**src/rtl/rv32_pkg.sv**
```systemverilog
// ---------------------------------------------------------------------------
// rv32_pkg
// Shared definitions for the RV32 pipeline slice: datapath width, the x0
// register index, 4-bit ALU operation encodings and the decoded control
// bundle carried from ID into EX.
// No ports (package).
// ---------------------------------------------------------------------------
package rv32_pkg;

    localparam int          XLEN     = 32;
    localparam logic [4:0]  REG_ZERO = 5'd0;

    // ALU operation encodings carried on id_alu_op / ex_alu_op.
    typedef enum logic [3:0] {
        ALU_ADD  = 4'd0,
        ALU_SUB  = 4'd1,
        ALU_SLL  = 4'd2,
        ALU_SLT  = 4'd3,
        ALU_SLTU = 4'd4,
        ALU_XOR  = 4'd5,
        ALU_SRL  = 4'd6,
        ALU_SRA  = 4'd7,
        ALU_OR   = 4'd8,
        ALU_AND  = 4'd9,
        ALU_LUI  = 4'd10,
        ALU_PASS = 4'd11
    } alu_op_e;

    // Decoded control bundle, one bit per field.
    typedef struct packed {
        logic alu_src;
        logic mem_read;
        logic mem_write;
        logic reg_write;
        logic mem_to_reg;
        logic branch;
        logic jump;
    } ctrl_t;

    localparam int CTRL_W = $bits(ctrl_t);

endpackage

```
**src/rtl/load_use_detect.sv**
```systemverilog
// ---------------------------------------------------------------------------
// load_use_detect
// Combinational load-use hazard detection between the instruction in EX
// (a load) and the instruction in ID (a consumer of the load result).
// Ports:
//   i_ex_valid, i_ex_mem_read, i_ex_rd  - instruction currently in EX
//   i_id_valid, i_id_rs1/2, i_id_use_rs1/2 - instruction currently in ID
//   i_flush                             - redirect from EX
//   o_hz                                - raw hazard term
//   o_load_use_stall                    - freeze PC and IF/ID (hazard, no flush)
// ---------------------------------------------------------------------------
module load_use_detect
    import rv32_pkg::*;
(
    input  logic       i_ex_valid,
    input  logic       i_ex_mem_read,
    input  logic [4:0] i_ex_rd,
    input  logic       i_id_valid,
    input  logic [4:0] i_id_rs1,
    input  logic [4:0] i_id_rs2,
    input  logic       i_id_use_rs1,
    input  logic       i_id_use_rs2,
    input  logic       i_flush,
    output logic       o_hz,
    output logic       o_load_use_stall
);

    logic w_rs1_match;
    logic w_rs2_match;

    assign w_rs1_match = i_id_use_rs1 && (i_id_rs1 == i_ex_rd);
    assign w_rs2_match = i_id_use_rs2 && (i_id_rs2 == i_ex_rd);

    // x0 is never written, so a load targeting it cannot create a dependency.
    assign o_hz = i_ex_valid && i_ex_mem_read && (i_ex_rd != REG_ZERO) &&
                  i_id_valid && (w_rs1_match || w_rs2_match);

    // A redirect kills the ID instruction anyway, so freezing it is pointless.
    // Downstream hold is deliberately not part of this term.
    assign o_load_use_stall = o_hz && !i_flush;

endmodule

```
**src/rtl/id_ex_stage.sv**
```systemverilog
// ---------------------------------------------------------------------------
// id_ex_stage
// ID/EX pipeline register with load-use bubble insertion.
// Update priority per edge: rst > flush_in > stall_in > hazard > load.
// Optional feature macro: ID_EX_PERF_CNT_EN adds the saturating bubble_cnt
// output counting hazard-induced bubbles.
// Ports:
//   clk, rst                      - clock, synchronous active-high reset
//   id_*                          - decoded instruction in ID
//   flush_in                      - redirect from EX, forces a bubble
//   stall_in                      - downstream hold, freezes all ex_*
//   ex_*                          - registered copy of id_*, plus ex_valid
//   load_use_stall                - freeze PC and IF/ID this cycle
//   bubble_cnt                    - load-use bubble count (macro only)
// ---------------------------------------------------------------------------
module id_ex_stage
    import rv32_pkg::*;
(
    input  logic            clk,
    input  logic            rst,
    input  logic            id_valid,
    input  logic [XLEN-1:0] id_pc,
    input  logic [XLEN-1:0] id_imm,
    input  logic [XLEN-1:0] id_rs1_data,
    input  logic [XLEN-1:0] id_rs2_data,
    input  logic [4:0]      id_rs1,
    input  logic [4:0]      id_rs2,
    input  logic [4:0]      id_rd,
    input  logic            id_use_rs1,
    input  logic            id_use_rs2,
    input  logic [3:0]      id_alu_op,
    input  logic            id_alu_src,
    input  logic            id_mem_read,
    input  logic            id_mem_write,
    input  logic            id_reg_write,
    input  logic            id_mem_to_reg,
    input  logic            id_branch,
    input  logic            id_jump,
    input  logic            flush_in,
    input  logic            stall_in,
    output logic            ex_valid,
    output logic [XLEN-1:0] ex_pc,
    output logic [XLEN-1:0] ex_imm,
    output logic [XLEN-1:0] ex_rs1_data,
    output logic [XLEN-1:0] ex_rs2_data,
    output logic [4:0]      ex_rs1,
    output logic [4:0]      ex_rs2,
    output logic [4:0]      ex_rd,
    output logic            ex_use_rs1,
    output logic            ex_use_rs2,
    output logic [3:0]      ex_alu_op,
    output logic            ex_alu_src,
    output logic            ex_mem_read,
    output logic            ex_mem_write,
    output logic            ex_reg_write,
    output logic            ex_mem_to_reg,
    output logic            ex_branch,
    output logic            ex_jump,
    output logic            load_use_stall
`ifdef ID_EX_PERF_CNT_EN
    ,
    output logic [31:0]     bubble_cnt
`endif
);

    logic            r_valid;
    logic [XLEN-1:0] r_pc;
    logic [XLEN-1:0] r_imm;
    logic [XLEN-1:0] r_rs1_data;
    logic [XLEN-1:0] r_rs2_data;
    logic [4:0]      r_rs1;
    logic [4:0]      r_rs2;
    logic [4:0]      r_rd;
    logic            r_use_rs1;
    logic            r_use_rs2;
    logic [3:0]      r_alu_op;
    ctrl_t           r_ctrl;

    ctrl_t           w_id_ctrl;
    logic            w_hz;
    logic            w_clear;
    logic            w_load;

    assign w_id_ctrl = '{alu_src:    id_alu_src,
                         mem_read:   id_mem_read,
                         mem_write:  id_mem_write,
                         reg_write:  id_reg_write,
                         mem_to_reg: id_mem_to_reg,
                         branch:     id_branch,
                         jump:       id_jump};

    load_use_detect u_load_use_detect (
        .i_ex_valid       (r_valid),
        .i_ex_mem_read    (r_ctrl.mem_read),
        .i_ex_rd          (r_rd),
        .i_id_valid       (id_valid),
        .i_id_rs1         (id_rs1),
        .i_id_rs2         (id_rs2),
        .i_id_use_rs1     (id_use_rs1),
        .i_id_use_rs2     (id_use_rs2),
        .i_flush          (flush_in),
        .o_hz             (w_hz),
        .o_load_use_stall (load_use_stall)
    );

    // Reset, flush and an un-held hazard all produce the same all-zero bubble;
    // a hold only wins over the hazard, never over reset or flush.
    assign w_clear = rst || flush_in || (!stall_in && w_hz);
    assign w_load  = !stall_in && !w_hz;

    always_ff @(posedge clk) begin
        if (w_clear) begin
            r_valid    <= 1'b0;
            r_pc       <= '0;
            r_imm      <= '0;
            r_rs1_data <= '0;
            r_rs2_data <= '0;
            r_rs1      <= '0;
            r_rs2      <= '0;
            r_rd       <= '0;
            r_use_rs1  <= 1'b0;
            r_use_rs2  <= 1'b0;
            r_alu_op   <= '0;
            r_ctrl     <= '0;
        end else if (w_load) begin
            r_valid    <= id_valid;
            r_pc       <= id_pc;
            r_imm      <= id_imm;
            r_rs1_data <= id_rs1_data;
            r_rs2_data <= id_rs2_data;
            r_rs1      <= id_rs1;
            r_rs2      <= id_rs2;
            r_rd       <= id_rd;
            r_use_rs1  <= id_use_rs1;
            r_use_rs2  <= id_use_rs2;
            r_alu_op   <= id_alu_op;
            r_ctrl     <= w_id_ctrl;
        end
    end

    assign ex_valid      = r_valid;
    assign ex_pc         = r_pc;
    assign ex_imm        = r_imm;
    assign ex_rs1_data   = r_rs1_data;
    assign ex_rs2_data   = r_rs2_data;
    assign ex_rs1        = r_rs1;
    assign ex_rs2        = r_rs2;
    assign ex_rd         = r_rd;
    assign ex_use_rs1    = r_use_rs1;
    assign ex_use_rs2    = r_use_rs2;
    assign ex_alu_op     = r_alu_op;
    assign ex_alu_src    = r_ctrl.alu_src;
    assign ex_mem_read   = r_ctrl.mem_read;
    assign ex_mem_write  = r_ctrl.mem_write;
    assign ex_reg_write  = r_ctrl.reg_write;
    assign ex_mem_to_reg = r_ctrl.mem_to_reg;
    assign ex_branch     = r_ctrl.branch;
    assign ex_jump       = r_ctrl.jump;

`ifdef ID_EX_PERF_CNT_EN
    logic [31:0] r_bubble_cnt;

    // Counts only hazard bubbles that actually land: flush and hold both
    // take priority over the hazard and must not be counted.
    always_ff @(posedge clk) begin
        if (rst) begin
            r_bubble_cnt <= '0;
        end else if (!flush_in && !stall_in && w_hz && (r_bubble_cnt != 32'hFFFF_FFFF)) begin
            r_bubble_cnt <= r_bubble_cnt + 32'd1;
        end
    end

    assign bubble_cnt = r_bubble_cnt;
`endif

endmodule

```
**config.mk**
```make
export PLATFORM = sky130hd
export DESIGN_NAME = id_ex_stage
export DESIGN_NICKNAME = d
export VERILOG_FILES = /design/src/rtl/rv32_pkg.sv /design/src/rtl/load_use_detect.sv /design/src/rtl/id_ex_stage.sv
export SDC_FILE = /design/constraint.sdc
export NUM_CORES = 1
export LEC_CHECK = 0
export CAP_MARGIN = 20
export CORE_ASPECT_RATIO = 2
export CORE_MARGIN = 2
export CORE_UTILIZATION = 41
export CTS_BUF_LIST = sky130_fd_sc_hd__clkbuf_4 sky130_fd_sc_hd__clkbuf_8 sky130_fd_sc_hd__clkbuf_16
export DETAILED_ROUTE_END_ITERATION = 7
export PLACE_DENSITY = 0.81
export SLEW_MARGIN = 10
export SYNTH_ARGS = -nofsm -noshare
export SYNTH_HDL_FRONTEND = slang
export SYNTH_SLANG_ARGS = --single-unit
```
**constraint.sdc**
```tcl
create_clock -name clk -period 2 [get_ports clk]
set_input_delay 0.3 -clock clk [delete_from_list [all_inputs] [get_ports clk]]
set_output_delay 0.3 -clock clk [all_outputs]
set_load 0.05 [all_outputs]
```
Yosys cells after proc, flatten, opt, wreduce, memory -nomap -nowiden
Cells that the tools add are included.
Operators by class
  equal/unequal tests: 2
  reduce and logical (&&, ||, !) cells: 16
Operators by type and width (number)
  == test 5 bit: 2
  logical AND 1 bit: 9
  nonzero test 5 bit: 1
  logical NOT 1 bit: 3
  logical OR 1 bit: 3
Word-level totals
  flip-flop bits (word level): 157
  word-level logic and storage cells: 36

Logic depth before layout (Yosys ltp)
Gate-level depths: netlist of the first run.
  depth in word-level cells: 6
  depth in mapped cells: 6
  mapped depth without buffers: 4

By module
A second synthesis of the first run with hierarchy kept.
Unflattened totals
  cells, all modules: 719
  area, all modules: 6424.9 um^2
Modules (own cells, without submodules)
  id_ex_stage: instances 1, cells an instance 699, area each 6274.8 um^2, seq. area each 3143.0 um^2
  load_use_detect: instances 1, cells an instance 20, area each 150.1 um^2, seq. area each 0.0 um^2

Worst setup path before layout of the first run
OpenSTA, ideal clock, no wires.
  kind: register -> output
  from: reg r_rd[4], in the netlist ex_rd[4]
  to: out load_use_stall
  data arrival time: 2.703 ns
  setup slack: -1.003 ns
  cell stages (with the launch flop): 6
  cell sequence: dfxtp_1 -> xnor2_1 -> nand4_1 -> o22ai_1 -> clkbuf_1 -> nor3b_1
On the way
  longest elaborated chain between the ends: 5
Ends and longest elaborated chain
  start, declared: RTL line id_ex_stage.sv:73  | logic [4:0] r_rd;
  start signal, assigned: RTL line id_ex_stage.sv:133  | r_rd <= id_rd;
  == test 5 bit, or another cell as far along: RTL line load_use_detect.sv:31  | assign w_rs1_match = i_id_use_rs1 && (i_id_rs1 == i_ex_rd);
  logical AND 1 bit (on tied branches): RTL line load_use_detect.sv:31, load_use_detect.sv:32, load_use_detect.sv:35
  logical OR 1 bit or logical AND 1 bit (tied branches): RTL line load_use_detect.sv:36, load_use_detect.sv:35
  logical AND 1 bit (*): RTL line load_use_detect.sv:36  | i_id_valid && (w_rs1_match || w_rs2_match);
  logical AND 1 bit (*): RTL line load_use_detect.sv:40  | assign o_load_use_stall = o_hz && !i_flush;
  end, declared: RTL line id_ex_stage.sv:59  | output logic load_use_stall
Mark *: on every way between the ends. The rest lies on a longest branch, timed or not.

Final worst setup path of the first run
Same ends and word-level chain as after synthesis.

==> summary.txt, run 1 <==
Power
  – Fraction of power consumed by sequential logic: 39.5%
  – Lkg Pwr: 3.74 nW
  – Cell-internal power: 6.14 mW
  – Net switching share of the total power: 29.7%
  – Net switching power figure: 2.59 mW
  – Fraction of power consumed by combinational cells: 22.6%
  – VDD IR max: 0.609 mV
  – Clock group share of total power: 37.9%
  – Power density relative to cell area: 807 nW/um^2

Synthesis
  – Number of different library cells in the post-synthesis netlist: 17
  – Synthesized netlist cell count: 734
  – Part of the Yosys area used for sequential elements: 48.9%
  – Syn nets: 895
  – Mean cell area of the mapped netlist: 8.76 sq um
  – Post-synth design cell area: 6430 sq um
  – Number of synthesized register bits: 157
  – Ys Warns: 0

CTS
  – Number of clock sinks: 157
  – Clock latency of the later-clocked register in the worst-skew pair: 0.43 ns
  – Longest Clk Path Bufs: 2
  – Clock tree root buffer cell: sky130_fd_sc_hd__clkbuf_16
  – Level count of the clock H-tree: 4
  – TritonCTS clock tree: yes
  – Clk slew on worst S/H paths: 0.06 ns
  – Number of buffers created by CTS: 17

Global route
  – Global-route wire length before repair: 35.6 mm
  – Initial antenna violation count: 1
  – Via count of the first global-routing pass: 6,741
  – GRT Total Usage: 26.6%
  – Pin count of the biggest net entering global routing: 64
  – Sum of overflow across all layers after global routing: 0

Timing
  – Period Utilization, post-route: 104%
  – Final period demand of the worst path: 2.08 ns
  – Final setup fails: 1
  – Highest achievable clock rate: 480 MHz
  – Max-slew violation count: 0
  – Worst slew margin relative to its limit: 61.8%
  – Setup repair after global routing missed its margin: true
  – Hold Violations, Final: 0
  – Slew at the pin closest to its max-slew limit: 0.572 ns
  – Setup WS post-layout: -0.0825 ns
  – Final worst clock skew: 0.00939 ns

Detailed routing
  – DR iter-0 viols: 401
  – Residual DRC count: 0
  – Remaining antenna violation count: 0
  – Number of vias after detailed routing: 7,164
  – Final routed wirelength across all metal layers: 23.5 mm
  – Drt wl/cell: 18.9 microns
  – Via density: 5.76
  – Number of detailed-routing iterations run before antenna repair: 6

Critical path
  – Endpoint class of the critical path: output pin
  – Critical Path Start Type: register
  – Longest individual stage delay on the worst path: 0.38 ns
  – Critical Path, Cell by Cell: xnor2_4 > nand4_1 > o22ai_4 > nor3b_4 > buf_12
  – Critical Path RT: 1.70 ns
  – Dominant delay contributor by cell family on the critical path: simple AND/OR/NAND/NOR gates
  – Largest fanout of any net on the critical path: 4
  – Crit Path Category: reg -> out
  – Number of buffer and inverter instances along the worst setup path: 1
  – Arrival time of the worst setup path: 1.78 ns
  – Max stage delay cell, worst path: sky130_fd_sc_hd__dfxtp_4

Floorplanning
  – Die Y-Extent: 181 microns
  – Number of I/O pins: 319
  – Starting density of the core: 42.1%
  – Core box area: 15,300 sq um
  – Full die area: 16,800 sq um
  – Total number of placement rows: 64
  – Die Wd: 92.6 microns

Finish
  – End-of-flow core utilization: 70.8%
  – Fillcell total: 1,150
  – Area growth, synth to finish: 68.3%
  – Design Area, Final: 10,800 sq um
  – Nets@finish: 1,192
  – Most frequent cells in the layout: 308 x sky130_fd_sc_hd__clkdlybuf4s50_1, 159 x sky130_fd_sc_hd__nand2_1, 157 x sky130_fd_sc_hd__a32oi_1
  – Most common cell after layout, fill and taps aside: sky130_fd_sc_hd__clkdlybuf4s50_1
  – Share of cells above drive strength 1: 9.29%
  – Finished Layout Cells: 1,243

Placement
  – Post-Place Cells: 1,202
  – Count of buffers from port buffering: 318
  – RD Place Congestion: 0.867
  – HPWL after DPL: 15.4 mm
  – Placed cell area: 10,100 sq um

Outcome
  – Failing checks: setup timing
  – Result of the run: complete, but fails checks

Flow run
  – Number of max-cap violations: 0

Worst hold path
  – Worst min-delay path category: in -> reg
==> cells in the mapped netlist <==
master                     instances  area [sq um]
sky130_fd_sc_hd__a32oi_1         157          1380
sky130_fd_sc_hd__dfxtp_1         157          3140
sky130_fd_sc_hd__buf_2             4          20.0
sky130_fd_sc_hd__nand4_1           2          12.5
sky130_fd_sc_hd__clkbuf_1         66           248
sky130_fd_sc_hd__nor3b_1           2          15.0
sky130_fd_sc_hd__nor3_2            1          10.0
sky130_fd_sc_hd__and3_1            1          6.26
sky130_fd_sc_hd__or4_1             1          7.51
sky130_fd_sc_hd__xnor2_1          10          87.6
sky130_fd_sc_hd__o21ai_1         120           601
sky130_fd_sc_hd__nand2_1         159           597
sky130_fd_sc_hd__o21ai_2           1          8.76
sky130_fd_sc_hd__clkbuf_2          1          5.00
sky130_fd_sc_hd__buf_4            14           105
sky130_fd_sc_hd__o22ai_1           1          6.26
sky130_fd_sc_hd__o21ai_0          37           185
==> through the flow <==
step                      setup slack [ns]  hold WS (ns)  total power [mW]  setup TNS (ns)
after detailed placement            -0.183         0.457              5.45          -14.64
after global routing                -0.126         0.343              9.00          -0.126
final                              -0.0825         0.331              8.73         -0.0825
after CTS                          -0.0906         0.316              8.76         -0.0906
after floorplan                     0.0120         0.422              4.52               0
after global placement              -0.176         0.445              5.42          -15.07
==> final timing paths <==
kind	start	to	slack [ns]	depth (start not counted)
hold reg to reg	ex_imm[6]	ex_imm[6]	0.47	2
setup reg to reg	ex_rd[0]	ex_rs2[0]	0.10	6
setup / recovery	ex_rd[4]	load_use_stall	-0.08	5
hold / removal	id_rs1[0]	ex_rs1[0]	0.33	3
==> timing repair <==
| action | in CTS | in global routing |
|---|---|---|
| resized for setup | 11 | 3 |
| pin swaps | 5 | 1 |
| setup buffers | 6 | 0 |
| gates cloned | 0 | 2 |
| hold buffers | 0 | 0 |
| endpoints found under the setup margin | 1 | 22 |
==> power groups by stage <==
| stage | logic (mW) | clock network [mW] | registers, mW |
|---|---|---|---|
| after global routing | 2.06 | 3.47 | 3.46 |
| after floorplan | 0.338 | 0 | 4.18 |
| final | 1.98 | 3.31 | 3.45 |
| after detailed placement | 1.94 | 0 | 3.50 |
| after global placement | 1.92 | 0 | 3.50 |
| after CTS | 1.97 | 3.35 | 3.44 |
==> cells by family after synthesis <==
kind of cell,synth area share [%]
AO/OA/AOI/OAI,33.8
AND/OR/NAND/NOR,10.1
flip-flops,48.9
buffers and inverters,5.87
XOR/XNOR,1.36
==> layer usage <==
metal	part of all wire, %	wire [microns]	vias up	track usage, %
li1	-	-	3396	-
met1	37	8760	3375	30.2
met2	51	12000	329	45.3
met3	6.5	1520	64	5.59
met4	5.2	1230	0	15.3
met5	0	0	-	0
==> tightest hold or removal path, delay by kind of cell <==
family                 cells  cell delay [ns]
AND/OR/NAND/NOR            1             0.08
AO/OA/AOI/OAI              1             0.05
buffers and inverters      1             0.28
==> layout make-up <==
cell class	count	area [sq um]	area share [%]
multi-input cells	492	3000	27.7
diodes	1	2.50	0.0231
repair buffers	363	3810	35.2
clock inverters	10	111	1.03
well taps	198	248	2.29
clock buffers	22	493	4.55
flip-flops and latches	157	3160	29.2
Note: power is estimated with default switching activity, not from simulation.
==> run 2: changes to the inputs <==
--- a/config.mk
+++ b/config.mk
@@ -7,11 +7,11 @@
 export LEC_CHECK = 0
 export CAP_MARGIN = 20
 export CORE_ASPECT_RATIO = 2
-export CORE_MARGIN = 2
-export CORE_UTILIZATION = 41
+export CORE_MARGIN = 4
+export CORE_UTILIZATION = 44
 export CTS_BUF_LIST = sky130_fd_sc_hd__clkbuf_4 sky130_fd_sc_hd__clkbuf_8 sky130_fd_sc_hd__clkbuf_16
 export DETAILED_ROUTE_END_ITERATION = 7
-export PLACE_DENSITY = 0.81
+export PLACE_DENSITY = 0.87
 export SLEW_MARGIN = 10
 export SYNTH_ARGS = -nofsm -noshare
 export SYNTH_HDL_FRONTEND = slang
==> constraint.sdc (replaced) <==
create_clock -name clk -period 2.4 [get_ports clk]
set_input_delay 0.36 -clock clk [delete_from_list [all_inputs] [get_ports clk]]
set_output_delay 0.36 -clock clk [all_outputs]
set_load 0.05 [all_outputs]
==> summary.txt, run 2 (synthesis gave the netlist of run 1 again) <==
Floorplanning
  – Number of I/O pins: 319 (unchanged)
  – Core box area: 14,400 sq um (-6.2%)
  – Die Y-Extent: 179 microns (-1.2%)
  – Starting density of the core: 44.8% (+2.8 points)
  – Total number of placement rows: 62 (-3.1%)
  – Full die area: 16,700 sq um (-0.20%)
  – Die Wd: 93.5 microns (+1.0%)

CTS
  – Number of clock sinks: 157 (unchanged)
  – Longest Clk Path Bufs: 2 (unchanged)
  – Post-CTS Setup Repair Bufs: 0 (-6)
  – Clock tree root buffer cell: sky130_fd_sc_hd__clkbuf_16
  – Number of buffers created by CTS: 17 (unchanged)
  – TritonCTS clock tree: yes
  – Clk slew on worst S/H paths: 0.06 ns (about the same)
  – Level count of the clock H-tree: 4 (unchanged)
  – Clock latency of the later-clocked register in the worst-skew pair: 0.42 ns (about the same)

Power
  – Fraction of power consumed by combinational cells: 21.6% (-1.0 points)
  – Fraction of power consumed by sequential logic: 38.9% (-0.6 points)
  – Net switching power figure: 2.15 mW (-17%)
  – VDD IR max: 0.509 mV (-16%)
  – Clock group share of total power: 39.5% (+1.6 points)
  – Net switching share of the total power: 29.0% (-0.68 points)
  – Lkg Pwr: 3.52 nW (-5.7%)
  – Power density relative to cell area: 706 nW/um^2 (-12%)
  – Total chip power: 7.39 mW (-15%)
  – Cell-internal power: 5.25 mW (-15%)

Timing
  – Final setup fails: 0 (-1)
  – Period Utilization, post-route: 95.4%
  – Setup repair after global routing missed its margin: false
  – Max-slew violation count: 0 (unchanged)
  – Final worst clock skew: 0.00876 ns (-0.000630 ns)
  – Slew at the pin closest to its max-slew limit: 0.607 ns (+0.0358 ns)
  – Hold Violations, Final: 0 (unchanged)
  – Highest achievable clock rate: 437 MHz
  – Worst slew margin relative to its limit: 59.4% (-2.4 points)
  – Post-route setup TNS: 0 ns (+0.0825 ns)
  – Setup WS post-layout: 0.112 ns (+0.194 ns)
  – Worst-case hold slack: 0.469 ns (+0.138 ns)
  – Final period demand of the worst path: 2.29 ns

Global route
  – Initial antenna violation count: 0 (-1)
  – GR peak layer: met2
  – Pin count of the biggest net entering global routing: 99 (+55%)
  – Sum of overflow across all layers after global routing: 0 (unchanged)
  – GRT met3 Usage: 6.43% (+0.84 points)
  – Global-route wire length before repair: 35.8 mm (+0.41%)
  – Met1 GRT Util: 31.3% (+1.1 points)
  – Global-route track usage on met2: 45.5% (+0.19 points)
  – Via count of the first global-routing pass: 6,795 (+0.80%)
  – GRT Total Usage: 27.1% (+0.56 points)

Placement
  – Post-Place Cells: 1,177 (-2.1%)
  – RD Place Congestion: 0.801 (-7.6%)
  – Count of buffers from port buffering: 318 (unchanged)
  – Pre-CTS worst setup slack: 0.113 ns (+0.296 ns)
  – HPWL after DPL: 15.6 mm (+1.2%)
  – Placed cell area: 9830 sq um (-2.3%)

Finish
  – Fillcell total: 991 (-14%)
  – Area growth, synth to finish: 62.8%
  – Nets@finish: 1,165 (-2.3%)
  – Design Area, Final: 10,500 sq um (-3.3%)
  – Most frequent cells in the layout: 317 x sky130_fd_sc_hd__clkdlybuf4s50_1, 159 x sky130_fd_sc_hd__nand2_1, 157 x sky130_fd_sc_hd__a32oi_1
  – Finished Layout Cells: 1,209 (-2.7%)
  – Diodes inserted: 0 (-1)
  – Most common cell after layout, fill and taps aside: sky130_fd_sc_hd__clkdlybuf4s50_1
  – Share of cells above drive strength 1: 5.80% (-3.5 points)
  – End-of-flow core utilization: 73.0% (+2.2 points)

Detailed routing
  – Number of vias after detailed routing: 7,107 (-0.80%)
  – Final routed wirelength across all metal layers: 23.2 mm (-1.3%)
  – DR iter-0 viols: 509 (+27%)
  – Via density: 5.88 (+2.0%)
  – Number of detailed-routing iterations run before antenna repair: 5 (-1)
  – Residual DRC count: 0 (unchanged)
  – Drt wl/cell: 19.2 microns (+1.4%)
  – Remaining antenna violation count: 0 (unchanged)

Critical path
  – Critical Path RT: 2.04 ns (+0.34 ns)
  – Arrival time of the worst setup path: 1.93 ns (+0.15 ns)
  – Largest fanout of any net on the critical path: 5 (+1)
  – Critical Path Start Type: register
  – Endpoint class of the critical path: output pin
  – Crit Path Category: reg -> out

Flow run
  – Number of max-cap violations: 0 (unchanged)

Worst hold path
  – Worst min-delay path category: reg -> reg

Outcome
  – Result of the run: finished, final reports clean
run 2: changes by cell type in the layout (fill, tap and decap cells not counted), sizes merged:
cell           previous run  this run
buf                      48        19
clkdlybuf4s50           308       317
dlygate4sd2               5         0
clkinv                    5         2
bufinv                    2         4
clkbuf                   24        22
diode                     1         0
inv                       0         1
run 2: layout make-up:
| class | instances | area (sq um) | share of cell area (%) |
|---|---|---|---|
| repair buffers | 336 | 3490 | 33.3 |
| flip-flops and latches | 157 | 3150 | 30.1 |
| multi-input cells | 492 | 2960 | 28.2 |
| clock buffers | 22 | 475 | 4.54 |
| well taps | 192 | 240 | 2.29 |
| clock inverters | 10 | 161 | 1.54 |
run 2: power groups by stage:
stage / Clock (mW) / Sequential, mW / Combinational (mW)
after global routing: 3.06 / 2.89 / 1.67
final: 2.92 / 2.88 / 1.60
after CTS: 2.97 / 2.87 / 1.60
after global placement: 0 / 2.92 / 1.57
after floorplan: 0 / 3.49 / 0.281
after detailed placement: 0 / 2.92 / 1.59
run 2: layer usage:
metal	up-vias	part of all wire, %
li1	3337	-
met5	-	0
met2	341	52
met4	0	4.4
met3	65	7.0
met1	3364	37
run 2: worst paths after layout:
path	from	endpoint	slack, ns	depth (start not counted)
hold reg to reg	ex_jump	ex_jump	0.47	2
setup reg to reg	ex_rd[1]	ex_imm[0]	0.28	5
setup / recovery	ex_rd[1]	load_use_stall	0.11	4
hold / removal	ex_jump	ex_jump	0.47	2
run 2: critical path, cell delays in order, from the launching register on:
cell,delay (ns)
sky130_fd_sc_hd__dfxtp_1,0.39
sky130_fd_sc_hd__or4_1,0.59
sky130_fd_sc_hd__o21ai_4,0.29
sky130_fd_sc_hd__nor3b_4,0.09
sky130_fd_sc_hd__buf_12,0.16
run 2: what timing repair did:
item | in CTS | in global routing
setup endpoints to repair | 0 | 1
hold buffers | 0 | 0
resized for setup | 0 | 2
